File: src/rtl/exec_encoder.sv
// exec_encoder: turns scalar, vector and special instructions into a registered beat stream.
// Optional build macro EXEC_ENCODER_ILLEGAL_DROP_EN: func=0/opcode=111 is accepted and dropped.
`default_nettype none

module exec_encoder #(
  parameter int MAX_LEN = 16
) (
  input  logic       clk,
  input  logic       rst,
  input  logic       in_valid,
  output logic       in_ready,
  input  logic       in_func,
  input  logic [2:0] in_opcode,
  input  logic [3:0] in_len,
  output logic [4:0] exec,
  output logic       exec_valid,
  input  logic       exec_ready,
  output logic [3:0] elem_idx,
  output logic       busy
);

  typedef enum logic [1:0] {
    IDLE   = 2'd0,
    SCALAR = 2'd1,
    VECTOR = 2'd2
  } state_t;

  localparam logic [4:0] MAX_N = 5'(MAX_LEN);

  state_t     state, state_n;
  logic [4:0] exec_q, exec_n;
  logic       valid_q, valid_n;
  logic [3:0] idx_q, idx_n;
  logic [3:0] last_q, last_n;

  logic       xfer, xfer_last, accept;
  logic [4:0] len_n, beats;
  logic [3:0] ld_last;
  logic       is_vec, is_drop;
  state_t     ld_state;
  logic [4:0] ld_exec;
  logic       ld_valid;
  logic [3:0] idx_inc;

  assign xfer      = valid_q & exec_ready;
  assign xfer_last = xfer & exec_q[0];
  assign in_ready  = rst & ((state == IDLE) | xfer_last);
  assign accept    = in_valid & in_ready;
  assign idx_inc   = idx_q + 4'd1;

  // Decode of the offered instruction into what the encoder loads on acceptance.
  always_comb begin
    len_n = {1'b0, in_len};
    if ((in_len == 4'd0) || (len_n > MAX_N)) begin
      beats = MAX_N;
    end else begin
      beats = len_n;
    end
    ld_last = 4'(beats - 5'd1);

    is_vec = !in_func && ((in_opcode == 3'b001) || (in_opcode == 3'b100) ||
                          (in_opcode == 3'b101) || (in_opcode == 3'b110));
`ifdef EXEC_ENCODER_ILLEGAL_DROP_EN
    is_drop = !in_func && (in_opcode == 3'b111);
`else
    is_drop = 1'b0;
`endif

    ld_state = SCALAR;
    ld_exec  = {1'b0, in_opcode, 1'b1};
    ld_valid = 1'b1;
    if (is_drop) begin
      ld_state = IDLE;
      ld_exec  = 5'b00000;
      ld_valid = 1'b0;
    end else if (in_func) begin
      ld_exec = 5'b11111;
    end else if (is_vec) begin
      ld_state = VECTOR;
      ld_exec  = {1'b0, in_opcode, (ld_last == 4'd0)};
    end
  end

  always_comb begin
    state_n = state;
    exec_n  = exec_q;
    valid_n = valid_q;
    idx_n   = idx_q;
    last_n  = last_q;
    unique case (state)
      IDLE: begin
        if (accept) begin
          state_n = ld_state;
          exec_n  = ld_exec;
          valid_n = ld_valid;
          idx_n   = 4'd0;
          last_n  = ld_last;
        end
      end
      SCALAR, VECTOR: begin
        if (xfer_last) begin
          if (accept) begin
            state_n = ld_state;
            exec_n  = ld_exec;
            valid_n = ld_valid;
            idx_n   = 4'd0;
            last_n  = ld_last;
          end else begin
            state_n = IDLE;
            exec_n  = 5'b00000;
            valid_n = 1'b0;
            idx_n   = 4'd0;
            last_n  = 4'd0;
          end
        end else if (xfer) begin
          idx_n     = idx_inc;
          exec_n[0] = (idx_inc == last_q);
        end
      end
      default: begin
        state_n = IDLE;
        exec_n  = 5'b00000;
        valid_n = 1'b0;
        idx_n   = 4'd0;
        last_n  = 4'd0;
      end
    endcase
  end

  always_ff @(posedge clk) begin
    if (!rst) begin
      state   <= IDLE;
      exec_q  <= 5'b00000;
      valid_q <= 1'b0;
      idx_q   <= 4'd0;
      last_q  <= 4'd0;
    end else begin
      state   <= state_n;
      exec_q  <= exec_n;
      valid_q <= valid_n;
      idx_q   <= idx_n;
      last_q  <= last_n;
    end
  end

  assign exec       = exec_q;
  assign exec_valid = valid_q;
  assign elem_idx   = idx_q;
  assign busy       = (state != IDLE);

endmodule

`default_nettype wire

File: config.mk
export PLATFORM = sky130hd
export DESIGN_NAME = exec_encoder
export DESIGN_NICKNAME = d
export VERILOG_FILES = /design/src/rtl/exec_encoder.sv
export SDC_FILE = /design/constraint.sdc
export NUM_CORES = 1
export LEC_CHECK = 0
export CAP_MARGIN = 20
export CORE_ASPECT_RATIO = 1.5
export CORE_MARGIN = 5
export CORE_UTILIZATION = 25
export DETAILED_ROUTE_END_ITERATION = 8
export PLACE_DENSITY_LB_ADDON = 0.3
export SETUP_SLACK_MARGIN = 0.05
export SLEW_MARGIN = 20
export SYNTH_ARGS = -nofsm -noshare
export SYNTH_HDL_FRONTEND = slang
export SYNTH_SLANG_ARGS = --single-unit
File: constraint.sdc
create_clock -name clk -period 2.6 [get_ports clk]
set_clock_uncertainty 0.2 [all_clocks]
set_input_delay 0.78 -clock clk [delete_from_list [all_inputs] [get_ports clk]]
set_output_delay 0.78 -clock clk [all_outputs]
set_load 0.02 [all_outputs]
; ---- Word-level counts from Yosys, hierarchy flattened
; Cells that the tools add are included.
[word_totals]
register_bits = 16
inputBits = 12
wordCells = 64
[op_classes]
add_sub_neg = 2
magnitude_cmp = 1
eq_ne = 10
n_mux = 27
bitwise_logic = 5
n_reduce_logical = 13
[ops]
columns = cell, count
row1 = 4-bit two-way mux, 8
row2 = 4-bit one-hot mux with 2 select lines, 2
row3 = 5-bit two-way mux, 3
row4 = 2-bit two-way mux, 5
row5 = 5-bit one-hot mux with 2 select lines, 1
row6 = "3-bit equality test, second input constant", 3
row7 = 4-bit logical NOT, 2
row8 = 1-bit two-way mux, 6
row9 = "4-bit by 5-bit greater-than comparator with 1-bit output, second input constant", 1
row10 = "4-bit by 1-bit adder with 4-bit output, second input constant", 1
row11 = 1-bit bitwise AND, 4
row12 = 4-bit equality test, 1
row13 = 1-bit logical OR, 4
row14 = "2-bit != test, second input constant", 2
row15 = 2-bit one-hot mux with 2 select lines, 1
row16 = 2-bit AND reduction, 2
row17 = "4-bit by 1-bit subtractor with 4-bit output, second input constant", 1
row18 = "3-bit by 1-bit equality test with 1-bit output, second input constant", 1
row19 = "3-bit != test, second input constant", 1
row20 = "2-bit by 1-bit equality test with 1-bit output, second input constant", 1
row21 = "2-bit equality test, second input constant", 1
row22 = 2-bit logical NOT, 1
row23 = 1-bit one-hot mux with 2 select lines, 1
row24 = 2-bit nonzero test, 1
row25 = other kinds (4), 4

; ---- Longest topological paths before layout
[depth]
ltp_word = 10
mapped_depth = 7
mapped_depth_nobuf = 6

; ---- Worst setup path before layout
; Ideal clock, no wire load.
[synth_timing]
path_type = input -> output
from = input port rst
to = output port in_ready
arrival_time_ps = 1456
required_time_ps = 1620
setup_slack_ps = 164
path_stages = 2
path_buffers = 1
path_cell_list = buf_2 > a21boi_0
[synth_between]
elab_chain_len = 1
[synth_rtl]
columns = element, line
row1 = from (decl), 9  ; input logic rst,
row2 = 1-bit bitwise AND, 47  ; assign in_ready = rst & ((state == IDLE) | xfer_last);
row3 = to (decl), 11  ; output logic in_ready,
; No other way between the ends.

; ---- Worst setup path in the final report
[layout_timing]
from = input port exec_ready
to = output port in_ready
[layout_between]
elab_chain_len = 4
[layout_rtl]
columns = element, line
row1 = from (decl), 17  ; input logic exec_ready,
row2 = 1-bit bitwise AND, 45  ; assign xfer = valid_q & exec_ready;
row3 = 1-bit bitwise AND, 46  ; assign xfer_last = xfer & exec_q[0];
row4 = 1-bit OR, 47
row5 = 1-bit bitwise AND, 47
; No other way between the ends.

==> results.ini <==
[outcome]
status=completed

[logic_synthesis]
synthCells=113
synth_compound_area_share_pct=25.1
synth.ff_latch_count=16
synth_simple_gate_area_share_pct=23.5
yosysTopAreaCellShare_pct=33.4
synth_cell_types=36
synthMuxAreaShare_pct=0
synth_area_leaders=dfxtp_1 33%, ha_1 6.5%, nor2b_1 6.5%, a22oi_1 4.7%, xnor2_1 3.7%
synth_adder_area_share_pct=6.53
avgSynthCellArea_sq_um=8.48
synth_top_area_cell=dfxtp_1
syn_area_sq_um=958
syn_nets=130
synth_top_family_by_area=compound AO/OA/AOI/OAI gates
ys_warn_count=0
synth_edf_count=0
synthArstFlopShare_pct=0
synth_seq_area_share_pct=33.4
synth_xor_area_share_pct=6.40
synth_flop_cell=dfxtp_1

[clock_tree]
cts_buffer_depth=2
post_cts_buffers=0
clk_latency_ns=0.25
htreeDepth=1
cts_tree=built
hold_buffers=0
cts_made_buffers=3
cts-root-buf=clkbuf_8
clock-sinks=16
clk_pin_slew_worst_paths_ns=0.06

[placement]
postPlaceCellArea_sq_um=1310
hpwl_microns=1840
gp_congestion=0.695
dp_cells=186
port-buffer-count=23

[floorplanning]
row_count=27
io_pins=24
start_util_pct=26.0
fp.dieArea_sq_um=5200
die_x_microns=60.6
coreArea_sq_um=3680
die_h_microns=85.8

[power_and_ir_drop]
intPower_w=0.000474
seqPwrFrac_pct=41.0
pwr-share-clk_pct=34.0
power.switching_fraction_pct=27.1
power_density_nw_per_um2=473
p_comb_share_pct=25.0
p_leak_nw=0.547
peakVddDrop_uv=228
switchingPower_w=0.000176

[final_layout]
fin_nets=165
design_area_sq_um=1380
fillCellCount=378
stdcell_count=190
num_antenna_cells=0
area_growth_pct=43.5
layout-drive-gt1-share_pct=12.9
fin_util_pct=37.3
mostFrequentLayoutCells=19 x clkdlybuf4s50_1, 16 x dfxtp_1, 10 x nor2b_1, 10 x buf_4, 8 x inv_1
final_common_cell=clkdlybuf4s50_1

[min_path]
min_to=exec[3]$_SDFFE_PN0P_
hp-class=reg -> reg
min_path_cells=2
min-delay-start=exec[3]$_SDFFE_PN0P_

[timing]
period_minus_slack_ns=2.37
post-route-period-util_pct=91.2
worst_slew_pin_slew_ns=0.352
fin_tns_setup_ns=0
finalSetupViolCount=0
max-slew-margin-rel_pct=76.6
rsz0062_at_grt=false
clock.fmax_mhz=422
hold_violations=0
drv_slew=0

[detailed_routing]
num_vias=928
routed_wl_microns=2280
postRouteAntennaNets=0
vias_per_cell=4.88
wire_per_inst_microns=12.0
drtIter0Drc=9
remaining_drc_errors=0
dr.pass1.iters=5

[grt]
grt_pass1_wl_microns=3910
grt_pass1_vias=928
grt_max_degree=21
grt_usage_pct=9.63
antenna_found_initial=0
grt_overflow=0

[worst_setup_path]
cp.required_ns=1.62
rr_worst_depth=6
endpoint_kind=output pin
crit_slowest_cell=dlygate4sd2_1
start_kind=primary input
crit_type=in -> out
reg2reg_slack_ns=0.56
path_cells=dlygate4sd2_1, nand3_2, a21boi_2, buf_6
critPathMaxFanout=2
slowest_delay_ns=0.24
r2r_end=exec[0]$_SDFFE_PN0P_
arrival_ns=1.39
r2r-start=state[0]$_SDFFE_PN0P_

[run]
cap_violations=0

[layer usage]
metal / GRT usage [%] / vias to the layer above / routed length (microns)
met4: 4.14 / 0 / 34
met1: 10.1 / 442 / 913
met5: 0 / - / 0
met2: 18.2 / 14 / 1260
li1: - / 470 / -
met3: 1.20 / 2 / 75
[area by class of cell]
| type | count | area, sq um | area share (%) |
|---|---|---|---|
| Clock buffer | 4 | 55.1 | 4.00 |
| Inverter | 8 | 30.0 | 2.18 |
| Multi-Input combinational cell | 85 | 598 | 43.5 |
| Sequential cell | 16 | 320 | 23.3 |
| Tap cell | 43 | 53.8 | 3.91 |
| Timing Repair Buffer | 34 | 318 | 23.1 |
[cells by family after synthesis]
group	Yosys count
and+or+nand+nor	39
AOI/OAI and AO/OA	34
DFF	16
buffers and inverters	12
xor gates and xnor gates	7
adders and majority gates	5
[critical path, delay by kind of cell]
kind                   cells  cell delay [ns]
AND/OR/NAND/NOR            1             0.10
buffers and inverters      2             0.37
AO/OA/AOI/OAI              1             0.14
[per-stage QoR]
stage	hold slack, ns	power, W	setup slack, ns
finish	0.255	0.000650	0.230
global route	0.280	0.000685	0.182
CTS	0.259	0.000656	0.0416
detailed placement	0.251	0.000435	-0.568
global placement	0.239	0.000432	-0.537
floorplan	0.260	0.000358	0.164
[power groups by stage]
stage	Sequential [W]	Combinational (W)	Clock, W
after CTS	0.000267	0.000162	0.000226
after global routing	0.000268	0.000180	0.000237
final	0.000267	0.000163	0.000221
after detailed placement	0.000272	0.000163	0
after floorplan	0.000283	0.0000753	0
after global placement	0.000272	0.000161	0
[sequential cells by signal (all words and copies together), names as in the netlist]
signal,count
last_q,4
elem_idx,4
exec_valid,1
state,2
exec,5
[how the worst max path moves through the flow]
stage                          start  endpoint  slack [ns]  cells past startpoint
2_1_floorplan                    rst  in_ready        0.16                      2
3_3_place_gp              exec_ready  in_ready       -0.54                      4
3_5_place_dp              exec_ready  in_ready       -0.57                      4
4_1_cts                          rst  in_ready        0.04                      3
5_1_grt        state[0]$_SDFFE_PN0P_      busy        0.18                      4
6_report                  exec_ready  in_ready        0.23                      4
[Yosys cell counts, types with 2 or more instances]
library cell  number
dfxtp_1           16
nand2_1            7
buf_2              3
a22oi_1            6
inv_1              8
xnor2_1            4
o21ai_0            5
a21boi_0           4
ha_1               5
nor3_1             2
xor2_1             3
a21boi_1           4
o21a_1             2
nand2b_1           3
nor2b_1           10
a21oi_1            3
nand3b_1           4
nand3_1            6
[what timing repair did]
item                       CTS  global route
gates cloned                 0             0
setup endpoints to repair    2             2
pin swaps                    1             0
resized for setup           10             4
Note: power is estimated with default switching activity, not from simulation.
